**config.mk**
```make
export PLATFORM = sky130hd
export DESIGN_NAME = multicycle_ctrl
export DESIGN_NICKNAME = d
export VERILOG_FILES = /design/src/rtl/multicycle_ctrl.sv
export SDC_FILE = /design/constraint.sdc
export NUM_CORES = 1
export LEC_CHECK = 0
export CAP_MARGIN = 10
export CORE_MARGIN = 4
export CORE_UTILIZATION = 30
export CTS_CLUSTER_SIZE = 28
export DETAILED_ROUTE_END_ITERATION = 6
export HOLD_SLACK_MARGIN = 0.05
export PLACE_DENSITY_LB_ADDON = 0.25
export SETUP_SLACK_MARGIN = 0.5
export SYNTH_ARGS = -nofsm -noshare
export SYNTH_HDL_FRONTEND = slang
export SYNTH_SLANG_ARGS = --single-unit
```
**constraint.sdc**
```tcl
create_clock -name clk_i -period 2.75 [get_ports clk_i]
set_input_delay 0.275 -clock clk_i [delete_from_list [all_inputs] [get_ports clk_i]]
set_output_delay 0.275 -clock clk_i [all_outputs]
set_load 0.03 [all_outputs]
```
**src/rtl/multicycle_ctrl.sv**
```systemverilog
// multicycle_ctrl: FETCH/DECODE/EXEC/WB control sequencer for the datapath.
// It drives every datapath enable and select, detects halt, illegal-opcode
// and fetch-timeout conditions, and counts retired instructions.
module multicycle_ctrl #(
  parameter int EXEC_CYCLES   = 1,
  parameter int FETCH_TIMEOUT = 16,
  parameter int CNT_W         = 16
) (
  input  logic             clk_i,
  input  logic             rst_i,
  input  logic             start_i,
  input  logic [5:0]       instr_op_i,
  input  logic [5:0]       funct_i,
  input  logic             imem_ack_i,
  output logic             imem_req_o,
  output logic             ir_we_o,
  output logic             pc_we_o,
  output logic             reg_write_o,
  output logic             reg_dst_o,
  output logic             alu_src_o,
  output logic [2:0]       alu_op_o,
  output logic [1:0]       result_sel_o,
  output logic             busy_o,
  output logic             halted_o,
  output logic             err_o,
  output logic [CNT_W-1:0] instr_cnt_o
);

  typedef enum logic [2:0] {
    S_IDLE   = 3'd0,
    S_FETCH  = 3'd1,
    S_DECODE = 3'd2,
    S_EXEC   = 3'd3,
    S_WB     = 3'd4,
    S_HALT   = 3'd5
  } state_t;

  localparam logic [5:0] OP_RTYPE = 6'b000000;
  localparam logic [5:0] OP_ADDI  = 6'b001000;
  localparam logic [5:0] OP_LUI   = 6'b001111;
  localparam logic [5:0] OP_HALT  = 6'b111111;

  // Terminal values: EXEC runs from EXEC_LAST down to 0, FETCH gives up on
  // the cycle where the no-ack count has already reached TO_LAST.
  localparam logic [3:0] EXEC_LAST = 4'(EXEC_CYCLES - 1);
  localparam logic [7:0] TO_LAST   = 8'(FETCH_TIMEOUT - 1);

  state_t           state_q, state_d;
  logic [7:0]       to_cnt_q, to_cnt_d;
  logic [3:0]       exec_cnt_q, exec_cnt_d;
  logic             imem_req_q, imem_req_d;
  logic             reg_write_q, reg_write_d;
  logic             pc_we_q, pc_we_d;
  logic             reg_dst_q, reg_dst_d;
  logic             alu_src_q, alu_src_d;
  logic [2:0]       alu_op_q, alu_op_d;
  logic [1:0]       result_sel_q, result_sel_d;
  logic             busy_q, busy_d;
  logic             halted_q, halted_d;
  logic             err_q, err_d;
  logic [CNT_W-1:0] instr_cnt_q, instr_cnt_d;

  // Next state, counters and decoded selects; Moore outputs follow state_d so
  // they appear registered in the cycle the state is entered.
  always_comb begin
    // NOTE: every signal written here gets a default first, so no path can
    // leave one unassigned and infer a latch.
    state_d      = state_q;
    to_cnt_d     = to_cnt_q;
    exec_cnt_d   = exec_cnt_q;
    reg_dst_d    = reg_dst_q;
    alu_src_d    = alu_src_q;
    alu_op_d     = alu_op_q;
    result_sel_d = result_sel_q;
    err_d        = err_q;
    instr_cnt_d  = instr_cnt_q;
    ir_we_o      = 1'b0;

    case (state_q)
      S_IDLE: begin
        if (start_i) begin
          state_d  = S_FETCH;
          to_cnt_d = 8'd0;
        end
      end
      S_FETCH: begin
        if (imem_ack_i) begin
          ir_we_o = ~rst_i;
          state_d = S_DECODE;
        end else if (to_cnt_q == TO_LAST) begin
          state_d = S_HALT;
          err_d   = 1'b1;
        end else begin
          to_cnt_d = to_cnt_q + 8'd1;
        end
      end
      S_DECODE: begin
        state_d    = S_EXEC;
        exec_cnt_d = EXEC_LAST;
        case (instr_op_i)
          OP_RTYPE: begin
            reg_dst_d    = 1'b1;
            alu_src_d    = 1'b0;
            alu_op_d     = 3'b010;
            result_sel_d = (funct_i inside {6'b000000, 6'b000010, 6'b000100, 6'b000110})
                           ? 2'd1 : 2'd0;
          end
          OP_ADDI: begin
            reg_dst_d    = 1'b0;
            alu_src_d    = 1'b1;
            alu_op_d     = 3'b011;
            result_sel_d = 2'd0;
          end
          OP_LUI: begin
            reg_dst_d    = 1'b0;
            alu_src_d    = 1'b1;
            alu_op_d     = 3'b100;
            result_sel_d = 2'd2;
          end
          OP_HALT: begin
            state_d = S_HALT;
          end
          default: begin
            state_d = S_HALT;
            err_d   = 1'b1;
          end
        endcase
      end
      S_EXEC: begin
        if (exec_cnt_q == 4'd0) begin
          state_d = S_WB;
        end else begin
          exec_cnt_d = exec_cnt_q - 4'd1;
        end
      end
      S_WB: begin
        state_d      = S_FETCH;
        to_cnt_d     = 8'd0;
        reg_dst_d    = 1'b0;
        alu_src_d    = 1'b0;
        alu_op_d     = 3'b000;
        result_sel_d = 2'd0;
      end
      S_HALT: begin
        state_d = S_HALT;
      end
      default: begin
        state_d = S_IDLE;
      end
    endcase

    imem_req_d  = (state_d == S_FETCH);
    reg_write_d = (state_d == S_WB);
    pc_we_d     = (state_d == S_WB);
    busy_d      = (state_d != S_IDLE) && (state_d != S_HALT);
    halted_d    = (state_d == S_HALT);

    // The count is updated as WB is entered; WB lasts one cycle, so each
    // retired instruction adds exactly one, holding at all-ones.
    if ((state_d == S_WB) && (instr_cnt_q != {CNT_W{1'b1}})) begin
      instr_cnt_d = instr_cnt_q + 1'b1;
    end
  end

  // State and output registers with synchronous reset.
  always_ff @(posedge clk_i) begin
    // NOTE: non-blocking assignments so every flop samples the pre-edge
    // values of the others, independent of statement order.
    if (rst_i) begin
      state_q      <= S_IDLE;
      to_cnt_q     <= 8'd0;
      exec_cnt_q   <= 4'd0;
      imem_req_q   <= 1'b0;
      reg_write_q  <= 1'b0;
      pc_we_q      <= 1'b0;
      reg_dst_q    <= 1'b0;
      alu_src_q    <= 1'b0;
      alu_op_q     <= 3'b000;
      result_sel_q <= 2'd0;
      busy_q       <= 1'b0;
      halted_q     <= 1'b0;
      err_q        <= 1'b0;
      instr_cnt_q  <= '0;
    end else begin
      state_q      <= state_d;
      to_cnt_q     <= to_cnt_d;
      exec_cnt_q   <= exec_cnt_d;
      imem_req_q   <= imem_req_d;
      reg_write_q  <= reg_write_d;
      pc_we_q      <= pc_we_d;
      reg_dst_q    <= reg_dst_d;
      alu_src_q    <= alu_src_d;
      alu_op_q     <= alu_op_d;
      result_sel_q <= result_sel_d;
      busy_q       <= busy_d;
      halted_q     <= halted_d;
      err_q        <= err_d;
      instr_cnt_q  <= instr_cnt_d;
    end
  end

  assign imem_req_o   = imem_req_q;
  assign pc_we_o      = pc_we_q;
  assign reg_write_o  = reg_write_q;
  assign reg_dst_o    = reg_dst_q;
  assign alu_src_o    = alu_src_q;
  assign alu_op_o     = alu_op_q;
  assign result_sel_o = result_sel_q;
  assign busy_o       = busy_q;
  assign halted_o     = halted_q;
  assign err_o        = err_q;
  assign instr_cnt_o  = instr_cnt_q;

endmodule

```
==> metrics.yaml <==
global_route:
  use_met1_pct: 15.81
  grt_overflow: 0
  busiest_layer: "met2"
  grt_max_degree: 36
  grt_pass1_vias: 1673
  use_met2_pct: 17.54
  grt_use_total_pct: 11.59
  antenna_found_initial: 0
  grtUsageMet3_pct: 3.563
  grt_pass1_wl_um: 8004
clock_tree:
  numCtsBuffers: 5
  htree_levels: 2
  worstSkewPairLatency_ps: 290
  tritoncts: "built"
  clkSinkCount: 42
  cts-root-buf: "clkbuf_8"
  clockBufferDepth: 2
  clkSlewWorstSetupHoldPaths_ps: 80
setup_path:
  crit_buf_inv: 1
  cp_slowest_cell: "or3_1"
  worst-path-stages: 7
  critPathTopFamily: "simple AND/OR/NAND/NOR gates"
  crit_path_cell_trace: "inv_1 > ha_1 > or3b_4 > or3_1 > nor4_4 > xnor2_1 > nor2_1"
  crit_arrival_ps: 2300
  setup.worst_path.end_class: "flip-flop"
  cp_max_fo: 6
  r2r.worst_path.cells: 7
  required_ps: 2920
  crit_type: "reg -> reg"
  cpPeakStageDelay_ps: 540
  critPathLaunchType: "flip-flop"
run_status:
  status: "completed"
place:
  post-place-ws_ps: 580.6
  hpwl_um: 3458
  place.gp.congestion: 0.7637
  portBuffers: 43
timing:
  fmax_mhz: 469.1
  min_period_ps: 2132
  hold_viol: 0
  skew_ps: 7.832
  tightest_slew_ps: 693.8
  finalCritPeriodShare_pct: 77.52
  slew_violations: 0
  holdWs_ps: 448.3
  rsz0062_at_grt: "no"
  setup_viol: 0
  relSlewSlack_pct: 53.39
  fin_tns_setup_ps: 0
  fin_ws_ps: 618.1
floorplan:
  rows: 30
  die_h_um: 91.21
  die_area_um2: 8318
  core_area_um2: 6756
  io_pins: 46
  die_w_um: 91.21
  initial_utilization_pct: 30.74
final_layout:
  final_common_cell: "nor2_1"
  seq_area_um2: 842.1
  area_growth_pct: 28.92
  drive_gt1_share_pct: 8.127
  num-fill-cells: 694
  antenna_cells: 0
  final_core_util_pct: 39.63
  final_cell_mix: "50 x nor2_1, 43 x clkdlybuf4s50_1, 41 x dfxtp_1"
  fin_nets: 301
  multi_input_area_um2: 1161
synth:
  yosysWarnings: 0
  ys_types: 49
  synthesis.nets: 260
  synth_top_flop_cell: "dfxtp_1"
  async_reset_ff_share_pct: 0
  yosysTopAreaCellShare_pct: 40.48
  ys_seq_area_share_pct: 40.48
  synth.avg_cell_area_um2: 8.618
  synth_enable_flop_cells: 0
  synth_area_um2: 2077
  synth_top_area_cell: "dfxtp_1"
  synth_cells: 241
  ys_ff_latch: 42
  yosys-top-cells-area: "dfxtp_1 40%, nor2_1 9.0%, xnor2_1 4.2%, xor2_1 4.2%, nand2_1 2.2%"
min_path:
  min_path_type: "reg -> reg"
  holdPathStages: 2
pwr:
  cellLeakagePower_nw: 0.8863
  netSwitchingPower_w: 0.0002689
  p_per_area_nw_per_um2: 442.7
  peakVddDrop_mv: 0.2080
  power.share.clock_pct: 38.3
  sequentialPowerShare_pct: 53.0
  intPower_w: 0.0009166
  p_comb_share_pct: 8.7
  swShare_pct: 22.68
job:
  cap_violations: 0
drt:
  routed_via_density: 4.956
  drc: 0
  ant_nets: 0
  wl_per_cell_um: 12.90
  finalWirelength_um: 4682
  drt-initial-drc-count: 64
  dr.pass1.iters: 4
  via_count: 1799
==> stage by stage <==
stage / cells / power [W] / cell area (µm²)
after global routing: 363 / 0.001245 / 2678
after floorplan: 241 / 0.0006990 / 2077
final: 363 / 0.001185 / 2678
after CTS: 363 / 0.001206 / 2676
after detailed placement: 355 / 0.0007450 / 2566
after global placement: 355 / 0.0007450 / 2566
==> kinds of logic after synthesis <==
| family | synth area share, % |
|---|---|
| flops | 40.48 |
| simple gates | 33.25 |
| mux | 1.928 |
| fa+ha+maj | 1.807 |
| buf+inv | 3.614 |
| compound gates | 10.48 |
| xor+xnor | 8.433 |
==> path summary, 6_finish.rpt <==
path                  from         endpoint  slack (ps)
max          exec_cnt_q[0]  instr_cnt_o[14]         620
min                  err_o            err_o         450
max reg2reg  exec_cnt_q[0]  instr_cnt_o[14]         620
min reg2reg          err_o            err_o         450
==> cell type report <==
type                       count  area share [%]
multi-input combinational    183           43.36
sequential                    42           31.45
tap                           80           3.738
clock buffer                   8           4.112
inverter                       5          0.7009
timing repair buffer          45           16.64
==> cells in the mapped netlist, types with 6 or more instances <==
library cell and number:
nor4_1 6, dfxtp_1 42, a21oi_1 7, or3_1 6
nand2_1 12, clkbuf_1 8, xnor2_1 10, nor2_1 50
and3_1 7, xor2_1 10, nor3_1 8, nand3_1 7
==> power groups by stage <==
| stage | combinational [W] | clock (W) | sequential (W) |
|---|---|---|---|
| after floorplan | 0.0000533 | 0 | 0.000646 |
| after CTS | 0.000104 | 0.000475 | 0.000627 |
| after global placement | 0.000103 | 0 | 0.000642 |
| final | 0.000103 | 0.000454 | 0.000628 |
| after detailed placement | 0.000104 | 0 | 0.000641 |
| after global routing | 0.000112 | 0.000504 | 0.000630 |
==> routing by layer <==
layer	share of wire [%]	up-vias
li1	-	938
met1	49	811
met2	44	46
met3	6.5	4
met4	0.85	0
met5	0	-
==> flip-flops by register name, summed over array words and instances, names as in the netlist <==
signal / count
to_cnt_q: 8
instr_cnt_o: 16
halted_o: 1
state_q: 3
busy_o: 1
reg_dst_o: 1
exec_cnt_q: 4
alu_src_o: 1
pc_we_o: 1
err_o: 1
imem_req_o: 1
result_sel_o: 1
alu_op_o: 3
==> worst min-delay path, cell delays in order (launching register included) <==
cell     delay (ps)
dfxtp_1         310
inv_1            50
a21oi_1          50
==> repair_timing <==
action / in CTS / in global routing
endpoints found under the setup margin: 0 / 1
setup buffers: 0 / 0
hold endpoints to repair: 0 / 0
hold buffers: 0 / 0
resized for setup: 0 / 1
Power figures use the tool's default switching activity.
